File: src/rtl/axis_dsm_dac_ctrl.sv
// -----------------------------------------------------------------------------
// axis_dsm_dac_ctrl
//
// Sample-rate scheduler and soft-mute controller at the front of the DAC chain
// (source -> this block -> comb -> zoh -> integrator -> DSM). It opens one
// sample slot every R clocks. On each slot it pulls a source sample, scales it
// by a ramped gain and emits it to the comb stage. When the source has nothing
// to offer, it holds the last sample. Ramping the gain on start and stop keeps
// the analog output free of pops.
//
// Optional feature:
//   DSM_CTRL_UNDERFLOW_CNT_EN  when defined, underflow_cnt is a saturating
//                              count of non-idle slots that found the source
//                              empty; when undefined, it is tied to 0.
//
// Ports:
//   aclk, arst_n        clock, asynchronous active-low reset
//   enable              1 = play, 0 = ramp to mute and stop (sampled on slots)
//   s_axis_data_*       source stream; tready pulses on consuming slot cycles
//   m_axis_data_*       gained sample to comb; tvalid is a one-cycle pulse
//                       per slot, tdata holds between pulses
//   dsm_en              high while the controller is not idle
//   busy                high while ramping up or down
//   underflow_cnt       saturating empty-slot count (see macro above)
// -----------------------------------------------------------------------------
module axis_dsm_dac_ctrl #(
  parameter int WIDTH      = 16,
  parameter int R          = 100,
  parameter int RAMP_SHIFT = 4,
  parameter int CNT_WIDTH  = 16
) (
  input  logic                 aclk,
  input  logic                 arst_n,
  input  logic                 enable,
  input  logic [WIDTH-1:0]     s_axis_data_tdata,
  input  logic                 s_axis_data_tvalid,
  output logic                 s_axis_data_tready,
  output logic [WIDTH-1:0]     m_axis_data_tdata,
  output logic                 m_axis_data_tvalid,
  output logic                 dsm_en,
  output logic                 busy,
  output logic [CNT_WIDTH-1:0] underflow_cnt
);

  localparam int SW = (R > 1) ? $clog2(R) : 1;
  localparam int GW = RAMP_SHIFT + 1;
  // Product width: signed sample times a non-negative gain with a sign bit.
  localparam int PW = WIDTH + GW + 1;

  localparam logic [SW-1:0] SLOT_LAST = SW'(R - 1);
  localparam logic [GW-1:0] GAIN_MAX  = GW'(2 ** RAMP_SHIFT);

  typedef enum logic [1:0] {IDLE, RAMP_UP, RUN, RAMP_DOWN} state_t;

  state_t            state, state_next;
  logic [SW-1:0]     slot_cnt;
  logic [GW-1:0]     gain, gain_next;
  logic [WIDTH-1:0]  held, held_next;
  logic              slot;
  logic signed [PW-1:0] sample_ext, gain_ext, product;

  assign slot               = (slot_cnt == SLOT_LAST);
  assign s_axis_data_tready = slot && (state != IDLE);

  // NOTE: every signal driven here gets a default first, so no path leaves it
  // unassigned and no latch is inferred.
  always_comb begin
    state_next = state;
    gain_next  = gain;
    held_next  = held;
    if (slot) begin
      // Idle slots flush the held sample; active slots take the source sample
      // if offered, otherwise keep repeating the last one.
      if (state == IDLE)           held_next = '0;
      else if (s_axis_data_tvalid) held_next = s_axis_data_tdata;

      unique case (state)
        IDLE: begin
          if (enable) state_next = RAMP_UP;
        end
        RAMP_UP: begin
          // A stop request reverses the ramp from the current gain.
          if (!enable) begin
            state_next = RAMP_DOWN;
          end else if (gain == GAIN_MAX) begin
            state_next = RUN;
          end else begin
            gain_next = gain + GW'(1);
            if (gain_next == GAIN_MAX) state_next = RUN;
          end
        end
        RUN: begin
          if (!enable) state_next = RAMP_DOWN;
        end
        RAMP_DOWN: begin
          if (enable) begin
            state_next = RAMP_UP;
          end else if (gain == '0) begin
            state_next = IDLE;
          end else begin
            gain_next = gain - GW'(1);
            if (gain_next == '0) state_next = IDLE;
          end
        end
        default: state_next = IDLE;
      endcase
    end
  end

  // The slot output uses the gain from before this slot's update, applied to
  // the sample captured on this slot.
  assign sample_ext = PW'($signed(held_next));
  assign gain_ext   = PW'({1'b0, gain});
  assign product    = sample_ext * gain_ext;

  // NOTE: sequential state uses non-blocking assignments so every register
  // sees the pre-edge values of the others.
  always_ff @(posedge aclk or negedge arst_n) begin
    if (!arst_n) begin
      slot_cnt           <= '0;
      state              <= IDLE;
      gain               <= '0;
      held               <= '0;
      m_axis_data_tdata  <= '0;
      m_axis_data_tvalid <= 1'b0;
      dsm_en             <= 1'b0;
      busy               <= 1'b0;
    end else begin
      slot_cnt           <= slot ? '0 : slot_cnt + SW'(1);
      state              <= state_next;
      gain               <= gain_next;
      held               <= held_next;
      m_axis_data_tvalid <= slot;
      if (slot) m_axis_data_tdata <= WIDTH'(product >>> RAMP_SHIFT);
      // Flags follow the state being entered so they line up with the pulse.
      dsm_en <= (state_next != IDLE);
      busy   <= (state_next == RAMP_UP) || (state_next == RAMP_DOWN);
    end
  end

`ifdef DSM_CTRL_UNDERFLOW_CNT_EN
  logic [CNT_WIDTH-1:0] uf_cnt;

  always_ff @(posedge aclk or negedge arst_n) begin
    if (!arst_n) begin
      uf_cnt <= '0;
    end else if (s_axis_data_tready && !s_axis_data_tvalid && (uf_cnt != '1)) begin
      uf_cnt <= uf_cnt + CNT_WIDTH'(1);
    end
  end

  assign underflow_cnt = uf_cnt;
`else
  assign underflow_cnt = '0;
`endif

endmodule

File: config.mk
export PLATFORM = sky130hd
export DESIGN_NAME = axis_dsm_dac_ctrl
export DESIGN_NICKNAME = d
export VERILOG_FILES = /design/src/rtl/axis_dsm_dac_ctrl.sv
export SDC_FILE = /design/constraint.sdc
export NUM_CORES = 1
export LEC_CHECK = 0
export CAP_MARGIN = 20
export CORE_MARGIN = 8
export CORE_UTILIZATION = 61
export CTS_CLUSTER_DIAMETER = 40
export DETAILED_ROUTE_END_ITERATION = 8
export GPL_ROUTABILITY_DRIVEN = 0
export HOLD_SLACK_MARGIN = 0.02
export PLACE_DENSITY_LB_ADDON = 0.2
export SLEW_MARGIN = 20
export SYNTH_ARGS = -nofsm -noshare
export SYNTH_HDL_FRONTEND = slang
export SYNTH_SLANG_ARGS = --single-unit
File: constraint.sdc
create_clock -name aclk -period 11.7 [get_ports aclk]
set_clock_uncertainty 0.1 [all_clocks]
set_input_delay 1.755 -clock aclk [delete_from_list [all_inputs] [get_ports aclk]]
set_output_delay 1.755 -clock aclk [all_outputs]
set_load 0.005 [all_outputs]
; Yosys cells after proc, flatten, opt, wreduce, memory -nomap -nowiden
; Cells that the tools add are included.
[totals]
ff_bits = 49
inputBits = 20
elab_cells = 52
[classes]
mul = 1
add_sub_neg = 3
muxes = 19
n_reduce_logical = 9
eq_ne = 12
[ops]
columns = op, count
row1 = two-way mux 16 bit, 3
row2 = multiplier 16 x 6 -> 20 bit, 1
row3 = two-way mux 5 bit, 4
row4 = two-way mux 2 bit, 9
row5 = "== test 5 bit, second input constant", 2
row6 = zero test 5 bit, 2
row7 = one-hot mux 5 bit (2 select lines), 1
row8 = "!= test 2 bit, second input constant", 4
row9 = one-hot mux 2 bit (4 select lines), 1
row10 = "adder 7 x 1 -> 7 bit, second input constant", 1
row11 = "== test 7 bit, second input constant", 1
row12 = two-way mux 7 bit, 1
row13 = "== test 2 bit, second input constant", 3
row14 = AND reduction 6 bit, 1
row15 = nonzero test 2 bit, 3
row16 = "adder 5 x 1 -> 5 bit, second input constant", 1
row17 = "subtractor 5 x 1 -> 5 bit, second input constant", 1
row18 = "== test 2 x 1 -> 1 bit, second input constant", 2
row19 = zero test 2 bit, 1
row20 = logical AND 1 bit, 1
row21 = logical OR 1 bit, 1

; Depth between registers and ports, before layout
; Gate-level depths: netlist of the first run.
[logic_depth]
ltp_word = 9
depth_mapped = 21

; Least setup slack after synthesis of the first run
; No wires, ideal clock.
[synth_timing]
kind = input port to flip-flop
startpoint = input port s_axis_data_tvalid
endpoint = register m_axis_data_tdata[12]
stages = 17
setup_slack_ps = 5648
required_ps = 11474
arrival_time_ps = 5826
path_cell_list = o21ai_2 -> nor2_1 -> buf_2 -> a22o_1 -> and2_1 -> fa_1 -> inv_1 -> fa_1 -> fa_1 -> inv_1 -> ha_1 -> a211oi_1 -> o21ai_0 -> a31oi_1 -> a21oi_2 -> o31a_1 -> a221o_1
[synth_via]
elab_chain_cells = 4
[synth_lines]
columns = element, line_no
row1 = start: declaration, 36  ; input logic s_axis_data_tvalid,
row2 = two-way mux 16 bit, 75  ; else if (s_axis_data_tvalid) held_next = s_axis_data_tdata;
row3 = two-way mux 16 bit, 74  ; if (state == IDLE) held_next = '0;
row4 = two-way mux 16 bit, 71  ; if (slot) begin
row5 = net held_next[4], 58  ; logic [WIDTH-1:0] held, held_next;
row6 = multiplier 16 x 6 -> 20 bit, 114  ; assign product = sample_ext * gain_ext;
row7 = end signal: assignment, 134  ; if (slot) m_axis_data_tdata <= WIDTH'(product >>> RAMP_SHIFT);
row8 = end: declaration, 38  ; output logic [WIDTH-1:0] m_axis_data_tdata,
; The timed path passes the listed nets, and every way through them passes these cells.
; A chain may end at the register's enable or synchronous reset.

; Final worst setup path of the first run
; Same ends and word-level chain as after synthesis.

==> flow_summary.yaml, run 1 <==
run_status:
  status: "finished clean"
layout:
  area_growth_pct: 10.20
  final_area_mm2: 0.005543
  n_antenna_cell: 0
  fin_nets: 688
  drive_above_1_share_pct: 4.110
floorplan:
  ios: 56
  die_w_um: 106.8
  rows: 33
  chipHeight_um: 106.8
  die_area_mm2: 0.01141
  start_util_pct: 62.15
  coreArea_mm2: 0.008093
synthesis:
  synthFlopType: "dfrtp_1"
  yosysSeqAreaShare_pct: 23.88
  yosysTopAreaCell: "dfrtp_1"
  yosys.area.top_type_share_pct: 23.88
  synth_edf_count: 0
  avgSynthCellArea_um2: 9.046
  ys_seq_elements: 48
  syn-cell-area_mm2: 0.005030
  synth_cell_types: 56
  async_flop_share_pct: 100.0
  yosysWarningCount: 0
  synth_area_leaders: "dfrtp_1 (24%), fa_1 (18%), ha_1 (9.5%), and2_1 (8.8%), inv_1 (6.7%)"
  netlist_instances: 556
clock_tree:
  cts_buffers: 5
  cts_tree: "done"
  clk_pin_slew_worst_paths_ns: 0.09
  clk_latency_ns: 0.30
  clock_sinks: 48
  ctsRootBufferMaster: "clkbuf_8"
  clockBufferDepth: 2
  cts_htree_levels: 2
  postCtsResizedCells: 0
  ctsHoldBuffers: 0
  cts_setup_buffers: 0
critical_path:
  timing.critical_path.max_delay_family: "compound AO/OA/AOI/OAI gates"
  crit_fanout: 13
  cp_num_buf_inv: 3
  path_class: "input pin to register"
  cp-end-kind: "register"
  critPathArrivalTime_ns: 7.22
  startpoint_type: "input pin"
  max_stage_delay_ns: 0.83
  cp.required_ns: 11.80
  cp_common_cell: "fa_1"
  cp_slowest_cell: "nor2_1"
  crit_chain: "clkdlybuf4s50_1, o21ai_2, nor2_1, a22o_1, and2_1, fa_1, fa_1, inv_1, fa_1, inv_1, ha_1, o21ai_1, o21ai_0, a31oi_1, a21oi_2, o31a_1, a221o_1"
timing:
  max_slew_margin_pct: 27.91
  fin_crit_sh_pct: 60.84
  rsz0062_at_grt: "false"
  final-hold-violation-count: 0
  finalSetupTns_ns: 0
  slew_violations: 0
  max_freq_mhz: 140.5
  setup_viol: 0
  timing.final.crit_period_ns: 7.118
  worst_slew_pin_slew_ns: 1.077
route:
  wl_per_cell_um: 15.89
  drt_iter0_markers: 197
  drcViolationCount: 0
  detail_route.first_pass.iterations: 4
  via_per_inst: 5.417
  via_count: 3732
  finalWirelength_um: 10950
  ant_nets: 0
placed_design:
  io_buffers: 39
  place_area_mm2: 0.005411
  hpwl_um: 8452
global_route:
  grt_max_degree: 49
  antenna_found_initial: 0
  grt_usage_pct: 19.91
  grt_pass1_wl_um: 18640
  overflow: 0
  first_global_vias: 3903
power_and_ir_drop:
  vdd_drop_max_mv: 0.04654
  leakagePower_nw: 2.776
  powerDensity_mw_per_mm2: 58.40
run:
  drv_cap: 0
worst_hold_path:
  hold_path.class: "register to register"
## placed cells by master, fill, tap and decap left out, drive strengths merged, types with 9 or more instances in the layout
cell / instances
ha: 38
inv: 91
conb: 16
o21ai: 27
nor2: 31
nand2: 34
a31oi: 9
clkdlybuf4s50: 38
fa: 46
and2: 71
dfrtp: 48
a21oi: 14
xnor2: 17
a22o: 13
## layout make-up
type	instances	area, µm²
multi-input combinational	399	3352
fill	651	2550
sequential	48	1201
timing repair buffer	39	387.9
inverter	91	341.6
tap	105	131.4
clock buffer	5	68.82
clock inverter	2	60.06
## path summary, 6_finish.rpt
path                                 startpoint                    end  slack (ns)  depth (start not counted)
max reg2reg                         slot_cnt[0]  m_axis_data_tdata[12]        5.06                         18
min                        m_axis_data_tdata[0]   m_axis_data_tdata[0]        0.38                          2
min reg2reg                m_axis_data_tdata[0]   m_axis_data_tdata[0]        0.38                          2
min in group asynchronous                arst_n            slot_cnt[4]        1.34                          1
max in group asynchronous                arst_n               held[14]        9.73                          1
max                          s_axis_data_tvalid  m_axis_data_tdata[12]        4.58                         17
## worst register-to-register path, cell delays in order (launching register included)
cell,delay (ns)
dfrtp_1,0.40
ha_1,0.34
and4b_4,0.33
nand2_2,0.37
nor2_1,0.97
a22o_1,0.36
and2_1,0.19
fa_1,0.45
fa_1,0.50
inv_1,0.05
fa_1,0.52
inv_1,0.04
ha_1,0.34
o21ai_1,0.33
o21ai_0,0.19
a31oi_1,0.30
a21oi_2,0.12
o31a_1,0.32
a221o_1,0.29
## power breakdown
part	internal (mW)	leakage (nW)	switching [mW]	total, mW
Sequential	0.166	0.545	0.000486	0.166
Combinational	0.00676	2.17	0.00738	0.0141
Clock	0.0842	0.0642	0.0590	0.143
## routing by layer
metal	wire [µm]	GRT usage, %	up-vias	part of all wire, %
li1	-	-	1820	-
met1	4905	25.30	1813	45
met2	5305	33.93	88	48
met3	596	3.359	11	5.4
met4	140	6.030	0	1.3
met5	0	0	-	0
## metrics by stage
stage	hold WS (ns)	util (%)	setup slack, ns	cells	power, mW
global placement	0.3572	66.87	4.445	682	0.1838
global route	0.4090	68.49	4.255	689	0.3320
detailed placement	0.3614	66.87	4.272	682	0.1839
floorplan	0.3534	-	5.648	571	0.1771
CTS	0.3849	68.46	4.616	689	0.3273
finish	0.3789	68.49	4.582	689	0.3237
## synthesized netlist by cell type (13+ instances only)
library cell  number
a21oi_1           13
a22o_1            13
and2_1            71
buf_4             17
clkbuf_1          13
dfrtp_1           48
fa_1              46
ha_1              38
inv_1             90
nand2_1           33
nor2_1            30
o21ai_0           22
xnor2_1           17
## logic make-up after synthesis
kind of cell	after synthesis	share of synthesized area, %
and+or+nand+nor	182	20.55
AOI/OAI and AO/OA	90	12.36
buffers and inverters	124	10.60
adders and majority gates	84	27.76
muxes	2	0.4229
DFF	48	23.88
other	1	0.07456
xor gates and xnor gates	25	4.353
## registers in the layout (all words and copies together) (netlist names)
signal / cells
state: 2
held: 16
slot_cnt: 7
m_axis_data_tvalid: 1
m_axis_data_tdata: 16
dsm_en: 1
gain: 5
Power figures use the tool's default switching activity.
==> run 2, diff against run 1 <==
Settings changed: CORE_UTILIZATION 61 to 53.
Clock period 11.7 ns to 6.15 ns, I/O delays scaled along.
==> flow_summary.yaml, run 2 (synthesis results as in run 1) <==
run_status:
  status: "finished clean"
power_and_ir_drop:
  finalPower_mw: 0.6183
  powerDensity_mw_per_mm2: 109.6
  leakagePower_nw: 2.818
  vdd_drop_max_mv: 0.1048
route:
  via_per_inst: 5.186
  via_count: 3744
  finalWirelength_um: 10820
  ant_nets: 0
  drcViolationCount: 0
  drt_iter0_markers: 166
  wl_per_cell_um: 14.98
  detail_route.first_pass.iterations: 4
layout:
  n_antenna_cell: 0
  final_common_cell: "inv_1"
  reg.largest.list: "held x16, m_axis_data_tdata x16, slot_cnt x7"
  drive_above_1_share_pct: 5.734
  num-fill-cells: 826
  layout_common_cells: "inv_1 (90), and2_1 (71), dfrtp_1 (48), fa_1 (46)"
  fin_nets: 697
  area_growth_pct: 12.14
floorplan:
  die_area_mm2: 0.01286
  chipHeight_um: 113.4
  rows: 35
  coreArea_mm2: 0.009240
  start_util_pct: 54.43
  die_w_um: 113.4
  ios: 56
global_route:
  overflow: 0
  first_global_vias: 3884
  grt_pass1_wl_um: 18380
  grt_usage_pct: 17.58
  antenna_found_initial: 0
  grt_max_degree: 49
clock_tree:
  clk_latency_ns: 0.30
  clk_pin_slew_worst_paths_ns: 0.10
  clockBufferDepth: 2
  cts_htree_levels: 2
  postCtsResizedCells: 0
  ctsHoldBuffers: 0
  cts_setup_buffers: 0
  clock_sinks: 48
  cts_tree: "done"
  cts_buffers: 5
  ctsRootBufferMaster: "clkbuf_8"
critical_path:
  cp_common_cell: "fa_1"
  crit_fanout: 9
  critPathArrivalTime_ns: 5.93
  max_stage_delay_ns: 0.56
  r2r_cells: 18
  startpoint_type: "input pin"
  path_class: "input pin to register"
  cp_slowest_cell: "fa_1"
  r2r_slack_ns: 0.59
  cp-end-kind: "register"
  crit_chain: "clkdlybuf4s50_1, o21bai_2, nand2_1, a22o_1, and2_1, fa_1, inv_1, fa_1, fa_1, inv_1, ha_1, a211oi_1, o21ai_0, a31oi_1, a21oi_2, o31a_1, a221o_1"
  cp.required_ns: 6.24
timing:
  setup_slack_ns: 0.3161
  rsz0062_at_grt: "false"
  final-hold-violation-count: 0
  finalSetupTns_ns: 0
  timing.final.crit_period_ns: 5.834
  setup_viol: 0
  fin_crit_sh_pct: 94.86
  max_freq_mhz: 171.4
  worst_slew_pin_slew_ns: 0.8429
  max_slew_margin_pct: 43.81
  slew_violations: 0
worst_hold_path:
  hold_path.class: "register to register"
  hold_depth: 2
run:
  drv_cap: 0
placed_design:
  hpwl_um: 8464
  place_ws_ns: -0.2333
  io_buffers: 39
run 2: path summary, 6_finish.rpt:
check                                          start               endpoint
worst min register to register  m_axis_data_tdata[9]   m_axis_data_tdata[9]
worst min-delay path            m_axis_data_tdata[9]   m_axis_data_tdata[9]
worst max-delay path              s_axis_data_tvalid  m_axis_data_tdata[12]
min in group asynchronous                     arst_n               state[1]
worst max register to register           slot_cnt[0]  m_axis_data_tdata[12]
max in group asynchronous                     arst_n   m_axis_data_tdata[2]
run 2: worst max-delay path: cells and delay by family:
family	cells	cell delay, ns
buffers and inverters	3	0.59
AO/OA/AOI/OAI	8	2.01
AND/OR/NAND/NOR	2	0.52
adder cells (fa/ha/maj)	4	1.88
run 2: through the flow:
| stage | std cells | hold slack [ns] | cell area (µm²) | utilization, % |
|---|---|---|---|---|
| after floorplan | 571 | 0.3534 | 5086 | - |
| after global placement | 715 | 0.3614 | 5509 | 59.62 |
| after detailed placement | 715 | 0.3679 | 5509 | 59.62 |
| after CTS | 722 | 0.3912 | 5638 | 61.02 |
| after global routing | 722 | 0.4139 | 5640 | 61.04 |
| final | 722 | 0.3863 | 5640 | 61.04 |
run 2: per-layer routing:
metal  up-vias  routed length (µm)  GRT usage [%]
li1       1844                   -              -
met1      1806                4859          22.50
met2        90                5268          30.91
met3         4                 627          2.747
met4         0                  61          3.197
met5         -                   0              0
run 2: cell type report:
class	count	area (µm²)	share of cell area, %
inverters	91	341.6	6.056
multi-input cells	399	3354	59.47
clock inverters	2	60.06	1.065
well taps	129	161.4	2.862
repair buffers	48	452.9	8.030
flip-flops and latches	48	1201	21.30
clock buffers	5	68.82	1.220
run 2: where the power goes:
group	internal [mW]	switching (mW)	leakage [nW]
registers	0.316	0.000941	0.545
logic	0.0135	0.0144	2.21
clock network	0.160	0.114	0.0642
==> RTL change: new RTL, flow settings as in run 2 <==
Encoding of `state_t`: now Gray code (2 bits for 4 states).
--- a/src/rtl/axis_dsm_dac_ctrl.sv
+++ b/src/rtl/axis_dsm_dac_ctrl.sv
@@ -50,7 +50,7 @@
   localparam logic [SW-1:0] SLOT_LAST = SW'(R - 1);
   localparam logic [GW-1:0] GAIN_MAX  = GW'(2 ** RAMP_SHIFT);
 
-  typedef enum logic [1:0] {IDLE, RAMP_UP, RUN, RAMP_DOWN} state_t;
+  typedef enum logic [1:0] {IDLE = 2'b00, RAMP_UP = 2'b01, RUN = 2'b11, RAMP_DOWN = 2'b10} state_t;
 
   state_t            state, state_next;
   logic [SW-1:0]     slot_cnt;
Check against the original RTL: same outputs for any inputs over 10 cycles, from zero or initial values and one cycle with arst_n low; not proved beyond that.
==> RTL change against run 2 <==
  * Area after synthesis is 0.27% lower
  * Setup slack worse by 0.041 ns
  * Die area is 0.23% lower
  * Cell area is 0.20% lower
  * Global-route usage hardly changed
  * Sequential cell count is 1 higher
  * Register-to-register slack worse by 0.07 ns
  * Wire length is 1.4% lower
  * Worst hold slack worse by 0.0044 ns
  * Power is 6.2% lower
  * Synthesized cell count is 0.72% lower
  * Critical path type unchanged
  * Critical endpoint is now m_axis_data_tdata[15]$_DFFE_PN0N_
  * Largest power group unchanged
==> RTL change: results (changes against run 2) <==
timing.hold.ws_ns: 0.3819  # -0.004419 ns
clockBufferDepth: 2  # unchanged
worstPathMaxFanout: 14  # +5
yosys-top-cells-area: "dfrtp_1 24%, fa_1 18%, ha_1 9.7%"
place_hpwl_um: 8520  # +0.66%
finalNetCount: 696  # -0.14%
ys_seq_area_share_pct: 24.44  # +0.56 points
wl_um: 10670  # -1.4%
max_freq_mhz: 170.2  # -0.70%
synth_common_cells: "85 x inv_1, 75 x and2_1, 49 x dfrtp_1"
synth-adder-area-share_pct: 28.09  # +0.33 points
critical_path_class: "input pin to flop"
cp_slowest_cell: "fa_1"
grt_pass1_wl_um: 18600  # +1.2%
grt_max_degree: 50  # +2.0%
dr.pass1.iters: 5  # +1
reg2reg_slack_ns: 0.52  # -0.07 ns
synthXorXnorAreaFrac_pct: 4.016  # -0.34 points
grt_use_total_pct: 17.57  # about the same
reg2regPathDepth: 19  # +1
diodes: 0  # unchanged
min_path_cells: 2  # unchanged
worst_pin_slew_ns: 0.9188  # +0.07587 ns
dpl_cell_area_mm2: 0.005502  # -0.14%
drive_gt1_share_pct: 6.081  # +0.35 points
cts_setup_buffers: 0  # unchanged
status: "finished, final reports clean"
yosys-mux-area-fraction_pct: 0.6236  # +0.20 points
hold_end: "m_axis_data_tdata[9]$_DFFE_PN0N_"
synthArstFlopShare_pct: 100.0  # unchanged
crit_path_max_incr_delay_ns: 0.54  # -0.02 ns
post-place-ws_ns: -0.06262  # +0.1707 ns
top_regs: "held: 16 flops, m_axis_data_tdata: 16 flops, slot_cnt: 7 flops"
cellLeakagePower_nw: 2.836  # +0.63%
vias: 3702  # -1.1%
drt_iter0_markers: 154  # -7.2%
synth.avg_cell_area_um2: 9.087  # +0.45%
irDropWorstVdd_mv: 0.07913  # -25%
critPathArrivalTime_ns: 5.97  # +0.04 ns
numCtsBuffers: 5  # unchanged
grt_pass1_vias: 3865  # -0.49%
synth.distinct_cells: 56  # unchanged
routed_via_density: 5.266  # +1.6%
tns_ns: 0  # unchanged
synth-compound-area-share_pct: 13.69  # +1.3 points
cp_top_family: "adder cells"
ctsHoldBuffers: 0  # unchanged
reg2reg_to: "m_axis_data_tdata[15]$_DFFE_PN0N_"
synth_ff_type: "dfrtp_1"
## RTL change: area by class of cell
class / count / area (um^2)
tap: 111 / 138.9
multi-input combinational: 396 / 3329
clock inverter: 3 / 46.29
inverter: 85 / 319.1
clock buffer: 5 / 68.82
sequential: 49 / 1226
timing repair buffer: 54 / 500.5
fill: 798 / 3567
## RTL change: per-layer routing
layer	routed length, um	GRT usage, %	part of all wire [%]	up-vias
met5	0	0	0	-
met4	121	4.885	1.1	0
met3	577	3.195	5.4	11
met2	4723	27.90	44	96
met1	5243	23.99	49	1758
li1	-	-	-	1837
## RTL change: power breakdown
| part | total, mW | internal [mW] | switching, mW |
|---|---|---|---|
| Combinational | 0.0218 | 0.0109 | 0.0109 |
| Sequential | 0.322 | 0.322 | 0 |
| Clock | 0.236 | 0.122 | 0.114 |
